`config.mk`:
```
export PLATFORM = sky130hd
export DESIGN_NAME = spice_node_acc
export DESIGN_NICKNAME = d
export VERILOG_FILES = /design/src/rtl/spice_node_acc.sv
export SDC_FILE = /design/constraint.sdc
export NUM_CORES = 1
export LEC_CHECK = 0
export ABC_AREA = 1
export BUFFER_PORTS_ARGS = -buffer_cell sky130_fd_sc_hd__buf_2
export CORE_MARGIN = 10
export CORE_UTILIZATION = 55
export DETAILED_ROUTE_END_ITERATION = 8
export GPL_ROUTABILITY_DRIVEN = 0
export PLACE_DENSITY = 0.87
export SLEW_MARGIN = 25
export SYNTH_ARGS = -nofsm -noshare
export SYNTH_HDL_FRONTEND = slang
export SYNTH_SLANG_ARGS = --single-unit
export TNS_END_PERCENT = 1
```
`constraint.sdc`:
```
create_clock -name eclk -period 2.8 [get_ports eclk]
set_clock_uncertainty 0.05 [all_clocks]
set_input_delay 0.14 -clock eclk [delete_from_list [all_inputs] [get_ports eclk]]
set_output_delay 0.14 -clock eclk [all_outputs]
set_load 0.02 [all_outputs]
```
`src/rtl/spice_node_acc.sv`:
```
// spice_node_acc
// N-input circuit-node integrator for the SPICE-style netlist engine.
// Each step sums the N branch currents into a registered adder stage. The
// sum is then scaled by 1/C, modelled as an arithmetic right shift by CSHIFT.
// The scaled value is integrated into the node voltage with saturation.
// A hold input pins the node to an external voltage (driven node / rail), and
// a sticky flag records any integration that had to be clipped.
//
// Parameters:
//   W       signed width of each branch current and of the node voltage
//   N       number of branch-current inputs
//   CSHIFT  arithmetic right shift applied to the summed current
//
// Ports:
//   eclk     in   engine clock, all state updates on the rising edge
//   ereset   in   asynchronous active-high reset
//   i_in     in   N*W flattened signed currents, input k at [k*W +: W]
//   step     in   integrate strobe, samples i_in on this edge
//   hold     in   force v to vhold on this edge
//   vhold    in   W-bit signed hold voltage
//   clr_sat  in   clear the sticky saturation flag
//   v        out  W-bit signed node voltage
//   vld      out  one-cycle pulse, v was updated by integration
//   sat      out  sticky flag, an integration clipped
module spice_node_acc #(
    parameter int W      = 16,
    parameter int N      = 4,
    parameter int CSHIFT = 0
) (
    input  logic                eclk,
    input  logic                ereset,
    input  logic [N*W-1:0]      i_in,
    input  logic                step,
    input  logic                hold,
    input  logic signed [W-1:0] vhold,
    input  logic                clr_sat,
    output logic signed [W-1:0] v,
    output logic                vld,
    output logic                sat
);

    // Sum width grows by ceil(log2 N) bits so the adder tree can never wrap.
    localparam int SW = (N == 1) ? W : W + $clog2(N);

    localparam logic signed [W-1:0]  VMAXW = {1'b0, {(W-1){1'b1}}};
    localparam logic signed [W-1:0]  VMINW = {1'b1, {(W-1){1'b0}}};
    localparam logic signed [SW:0]   TMAX  = (SW+1)'(VMAXW);
    localparam logic signed [SW:0]   TMIN  = (SW+1)'(VMINW);

    logic signed [SW-1:0] sumAll;
    logic signed [SW-1:0] isum;
    logic                 p1;
    logic signed [SW-1:0] dScaled;
    logic signed [SW:0]   tSum;
    logic signed [W-1:0]  vInt;
    logic                 clip;

    // Adder stage: sign-extend every branch current to SW bits and add them.
    always_comb begin
        sumAll = '0;
        for (int k = 0; k < N; k++) begin
            sumAll = sumAll + SW'($signed(i_in[k*W +: W]));
        end
    end

    // Integration stage: scale by 1/C (floor shift), add to v one bit wider
    // than the sum so the addition itself cannot overflow, then clamp to the
    // representable voltage range and flag whether clamping occurred.
    always_comb begin
        dScaled = isum >>> CSHIFT;
        tSum    = (SW+1)'(v) + (SW+1)'(dScaled);
        vInt    = tSum[W-1:0];
        clip    = 1'b0;
        if (tSum > TMAX) begin
            vInt = VMAXW;
            clip = 1'b1;
        end else if (tSum < TMIN) begin
            vInt = VMINW;
            clip = 1'b1;
        end
    end

    // State update. hold overrides a pending integration on the same edge,
    // yet stage 1 keeps capturing so integration resumes from vhold. A clip
    // on the same edge as clr_sat leaves the flag set.
    always_ff @(posedge eclk or posedge ereset) begin
        if (ereset) begin
            isum <= '0;
            p1   <= 1'b0;
            v    <= '0;
            vld  <= 1'b0;
            sat  <= 1'b0;
        end else begin
            if (step) begin
                isum <= sumAll;
                p1   <= 1'b1;
            end else begin
                p1   <= 1'b0;
            end

            if (hold) begin
                v   <= vhold;
                vld <= 1'b0;
            end else if (p1) begin
                v   <= vInt;
                vld <= 1'b1;
            end else begin
                vld <= 1'b0;
            end

            if (p1 && !hold && clip) begin
                sat <= 1'b1;
            end else if (clr_sat) begin
                sat <= 1'b0;
            end
        end
    end

endmodule
```
# Yosys cells after proc, flatten, opt, wreduce, memory -nomap -nowiden
# Cells that the tools add are included.
[totals]
input_bits = 85
memories = 0
mem_bits_ro = 0
latch_bits = 0
mem_bits_rw = 0
reg_bits = 37
[classes]
n_mux = 11
bitwise_logic = 0
multipliers = 0
eq_ne = 0
order_cmp = 2
n_div = 0
add_sub_neg = 4
n_reduce_logical = 5
n_shift = 0
[op_table]
columns = ["op", "count"]
rows = [
  ["$mux 16", 4],
  ["$add 16x18->19", 1],
  ["$gt 19x16->1 const B", 1],
  ["$lt 19x16->1 const B", 1],
  ["$add 17x16->18", 1],
  ["$add 18x16->18", 1],
  ["$add 16x16->17", 1],
  ["$mux 1", 7],
  ["$reduce_bool 2->1", 2],
  ["$logic_and 1x1->1", 2],
  ["$logic_not 1->1", 1],
]

# Logic depth before layout (Yosys ltp)
[depth]
word_depth = 6
ltp_mapped = 19

# Least setup slack after synthesis
# No wires, ideal clock.
[synth_path]
kind = "in2reg"
start = "input i_in[3]"
end = "register isum[14] (netlist: dScaled[14])"
setup_slack_ps = 159
stages = 13
required_time_ps = 2632
t_arrival_ps = 2473
setup_time_ps = 118
path_buffers = 0
cell_sequence = "fa_1 fa_1 ha_1 nand3_1 nand3_1 nand2_1 o211ai_1 a21boi_0 o21ai_2 nand2_1 nand3_1 nand3_1 nand2_1"
[synth_between]
elab_chain_cells = 3
[synth_rtl]
columns = ["element", "line_no", "text"]
rows = [
  ["start, declared", "32", "input logic [N*W-1:0] i_in,"],
  ["$add 16x16->17", "62", "sumAll = sumAll + SW'($signed(i_in[k*W +: W]));"],
  ["$add 17x16->18", "62", ""],
  ["$add 18x16->18", "62", ""],
  ["end signal, assigned", "95", "isum <= sumAll;"],
  ["end, declared", "51", "logic signed [SW-1:0] isum;"],
]
# No other way between the ends.
# A chain may end at the register's enable or synchronous reset.

# Final worst setup path
[layout_path]
start = "input i_in[33]"
end = "register isum[15] (netlist: dScaled[15])"
[layout_between]
elab_chain_cells = 2
[layout_rtl]
columns = ["element", "line_no"]
rows = [
  ["$add 17x16->18", "62"],
  ["$add 18x16->18", "62"],
]
# No other way between the ends.

==> flow_metrics.py <==
metrics = {
    "critical_path": {
        "crit_path_end": "dScaled[15]",
        "critical_path_class": "primary input to flop",
        "r2r-start": "dScaled[0]",
        "worstPathArrival_ps": 2800,
        "end_kind": "flop",
        "required_ps": 2930,
        "r2r_end": "sat",
        "reg2regPathDepth": 16,
        "crit_path_start_kind": "primary input",
        "ff2ff_setup_slack_ps": 200,
        "crit_fanout": 3,
        "crit_start": "i_in[33]",
    },
    "timing": {
        "hold_violations": 0,
        "finalMaxSlewViolations": 0,
        "worst_pin_slew_ps": 616.1,
        "fin_ws_ps": 135.2,
        "post-route-min-period_ps": 2665,
        "setup_viol_count_final": 0,
        "fmax_mhz": 375.3,
        "period_share_pct": 95.17,
        "finalSetupTns_ps": 0,
        "max_slew_margin_pct": 58.67,
        "whs_ps": 27.34,
    },
    "clocking": {
        "cts.sinks": 37,
        "cts_buffers": 5,
        "cts_tree": "yes",
        "root_buffer": "clkbuf_8",
        "clock_path_buffers": 2,
        "clk_latency_ps": 290,
        "clkTransAtPathRegs_ps": 70,
        "h-tree-depth": 2,
    },
    "status": {
        "status": "finished clean",
    },
    "global_route": {
        "grt_use_total_pct": 18.14,
        "grt_max_degree": 38,
        "antenna_found_initial": 0,
        "grtUsageMet1_pct": 19.97,
        "grt_pass1_vias": 4081,
        "grt.busiest_layer": "met2",
        "grt_first_pass_wirelength_um": 17570,
        "use_met2_pct": 32.40,
        "use_met3_pct": 5.090,
        "overflow": 0,
    },
    "synth": {
        "ys_top_cells_by_area": "dfrtp_1, fa_1, nand2_1",
        "yosysUniqueCellTypes": 40,
        "syn_inst": 524,
        "synth_area_leader_cell": "dfrtp_1",
        "ys_warn_count": 0,
        "synth_top_area_share_pct": 22.28,
        "syn-num-nets": 678,
        "synth.avg_cell_area_um2": 7.932,
        "synth_area_um2": 4156,
        "synth-seq-cells": 37,
        "synth_seq_area_share_pct": 22.28,
    },
    "power_and_ir_drop": {
        "totalPowerFinal_w": 0.005907,
        "ir_drop_v": 0.0003851,
        "p_per_area_nw_per_um2": 1183,
        "p_leak_nw": 2.659,
    },
    "place": {
        "placed_cell_area_um2": 4831,
        "numPortBuffers": 102,
        "dp_slack_ps": -155.3,
        "post-dp-hpwl_um": 8748,
    },
    "cells_and_area": {
        "nets": 796,
        "final_common_cell": "nand2_1",
        "multi_input_area_um2": 2973,
        "drive_gt1_share_pct": 28.04,
        "layout_common_cells": "nand2_1, buf_2, inv_1",
        "syn_to_final_growth_pct": 20.14,
        "regArea_um2": 925.9,
        "diodes": 0,
        "design_area_um2": 4994,
        "fillCellCount": 619,
    },
    "floorplanning": {
        "fp.dieH_um": 106.9,
        "start_util_pct": 57.00,
        "die_area_um2": 11430,
        "core-area_um2": 7292,
        "rows": 31,
        "die_w_um": 106.9,
        "io_pins": 103,
    },
    "run": {
        "cap_violations": 0,
    },
    "detailed_routing": {
        "drtIter0Drc": 151,
        "drt_wl_total_um": 10570,
        "postRouteAntennaNets": 0,
        "first_pass_iters": 4,
        "vias": 3894,
        "drc_errors": 0,
        "wl_per_cell_um": 14.27,
        "vias_per_cell": 5.255,
    },
    "min_path": {
        "hp-class": "primary input to flop",
    },
}
-- repair_timing --
item	CTS	global route
gates resized for setup	0	12
setup endpoints to repair	0	20
endpoints found under the hold margin	37	0
hold buffers	1	0
buffers inserted	0	4
-- where the power goes --
part	leakage (nW)	internal [W]	switching (W)	total, W
combinational	2.17	0.00172	0.00281	0.00453
sequential	0.445	0.000781	0.000212	0.000992
clock	0.0433	0.000194	0.000189	0.000384
total	2.66	0.00270	0.00321	0.00591
-- logic make-up after synthesis --
group | share of synthesized area, %
and+or+nand+nor | 27.12
AOI/OAI and AO/OA | 11.86
buffers and inverters | 6.984
adders and majority gates | 26.91
DFF | 22.28
xor gates and xnor gates | 4.846
-- stage by stage --
stage	util, %	instances
2_1_floorplan	-	524
3_5_place_dp	66.25	729
3_3_place_gp	66.25	729
5_1_grt	68.48	741
6_report	68.48	741
4_1_cts	67.62	737
-- worst max-delay path: stages --
cell and delay (ps):
buf_2 110, fa_1 500, fa_1 520, ha_2 190, inv_1 60, fa_1 370
inv_2 80, a31oi_2 90, nor2_1 150, o21ai_1 100, nand2_1 160, nand3_2 100
nand2_1 70, nand2_1 50, nand3_1 60, nand2_1 50
-- final cells by class --
type,instances,share of cell area (%)
timing repair buffer,120,12.98
inverter,60,4.660
clock inverter,1,0.1503
sequential,37,18.54
clock buffer,6,1.654
multi-input combinational,418,59.53
tap,99,2.481
-- sequential cells by signal, indices dropped and copies added (netlist names) --
name and flops:
dScaled 18, v 16, p1 1, sat 1
vld 1
-- Yosys cell counts, drive strengths merged --
cell,count
clkbuf,5
o21bai,3
a21boi,1
nor3,6
clkinv,1
a31oi,3
o21ai,25
a211oi,1
inv,59
a21o,2
nand3,33
nor2,25
nand2,173
dlygate4sd1,1
fa,34
nand4,1
a22oi,8
ha,35
or2,1
nor4,1
dfrtp,37
nand3b,1
o211ai,3
buf,3
a21oi,39
xor2,12
xnor2,11
-- how the worst min path moves through the flow --
stage / start / endpoint / slack [ps] / cells after the start
final: vhold[15] / v[15] / 30 / 3
after global routing: step / p1 / 40 / 1
after CTS: vhold[15] / v[15] / 30 / 3
after detailed placement: ereset / v[6] / 220 / 3
after global placement: ereset / v[4] / 210 / 3
after floorplan: step / p1 / 120 / 0
-- per-layer routing --
layer / vias to the layer above / share of wire, %
li1: 1934 / -
met1: 1770 / 41
met2: 154 / 48
met3: 36 / 8.0
met4: 0 / 3.2
met5: - / 0
(Power assumes the default switching activity.)
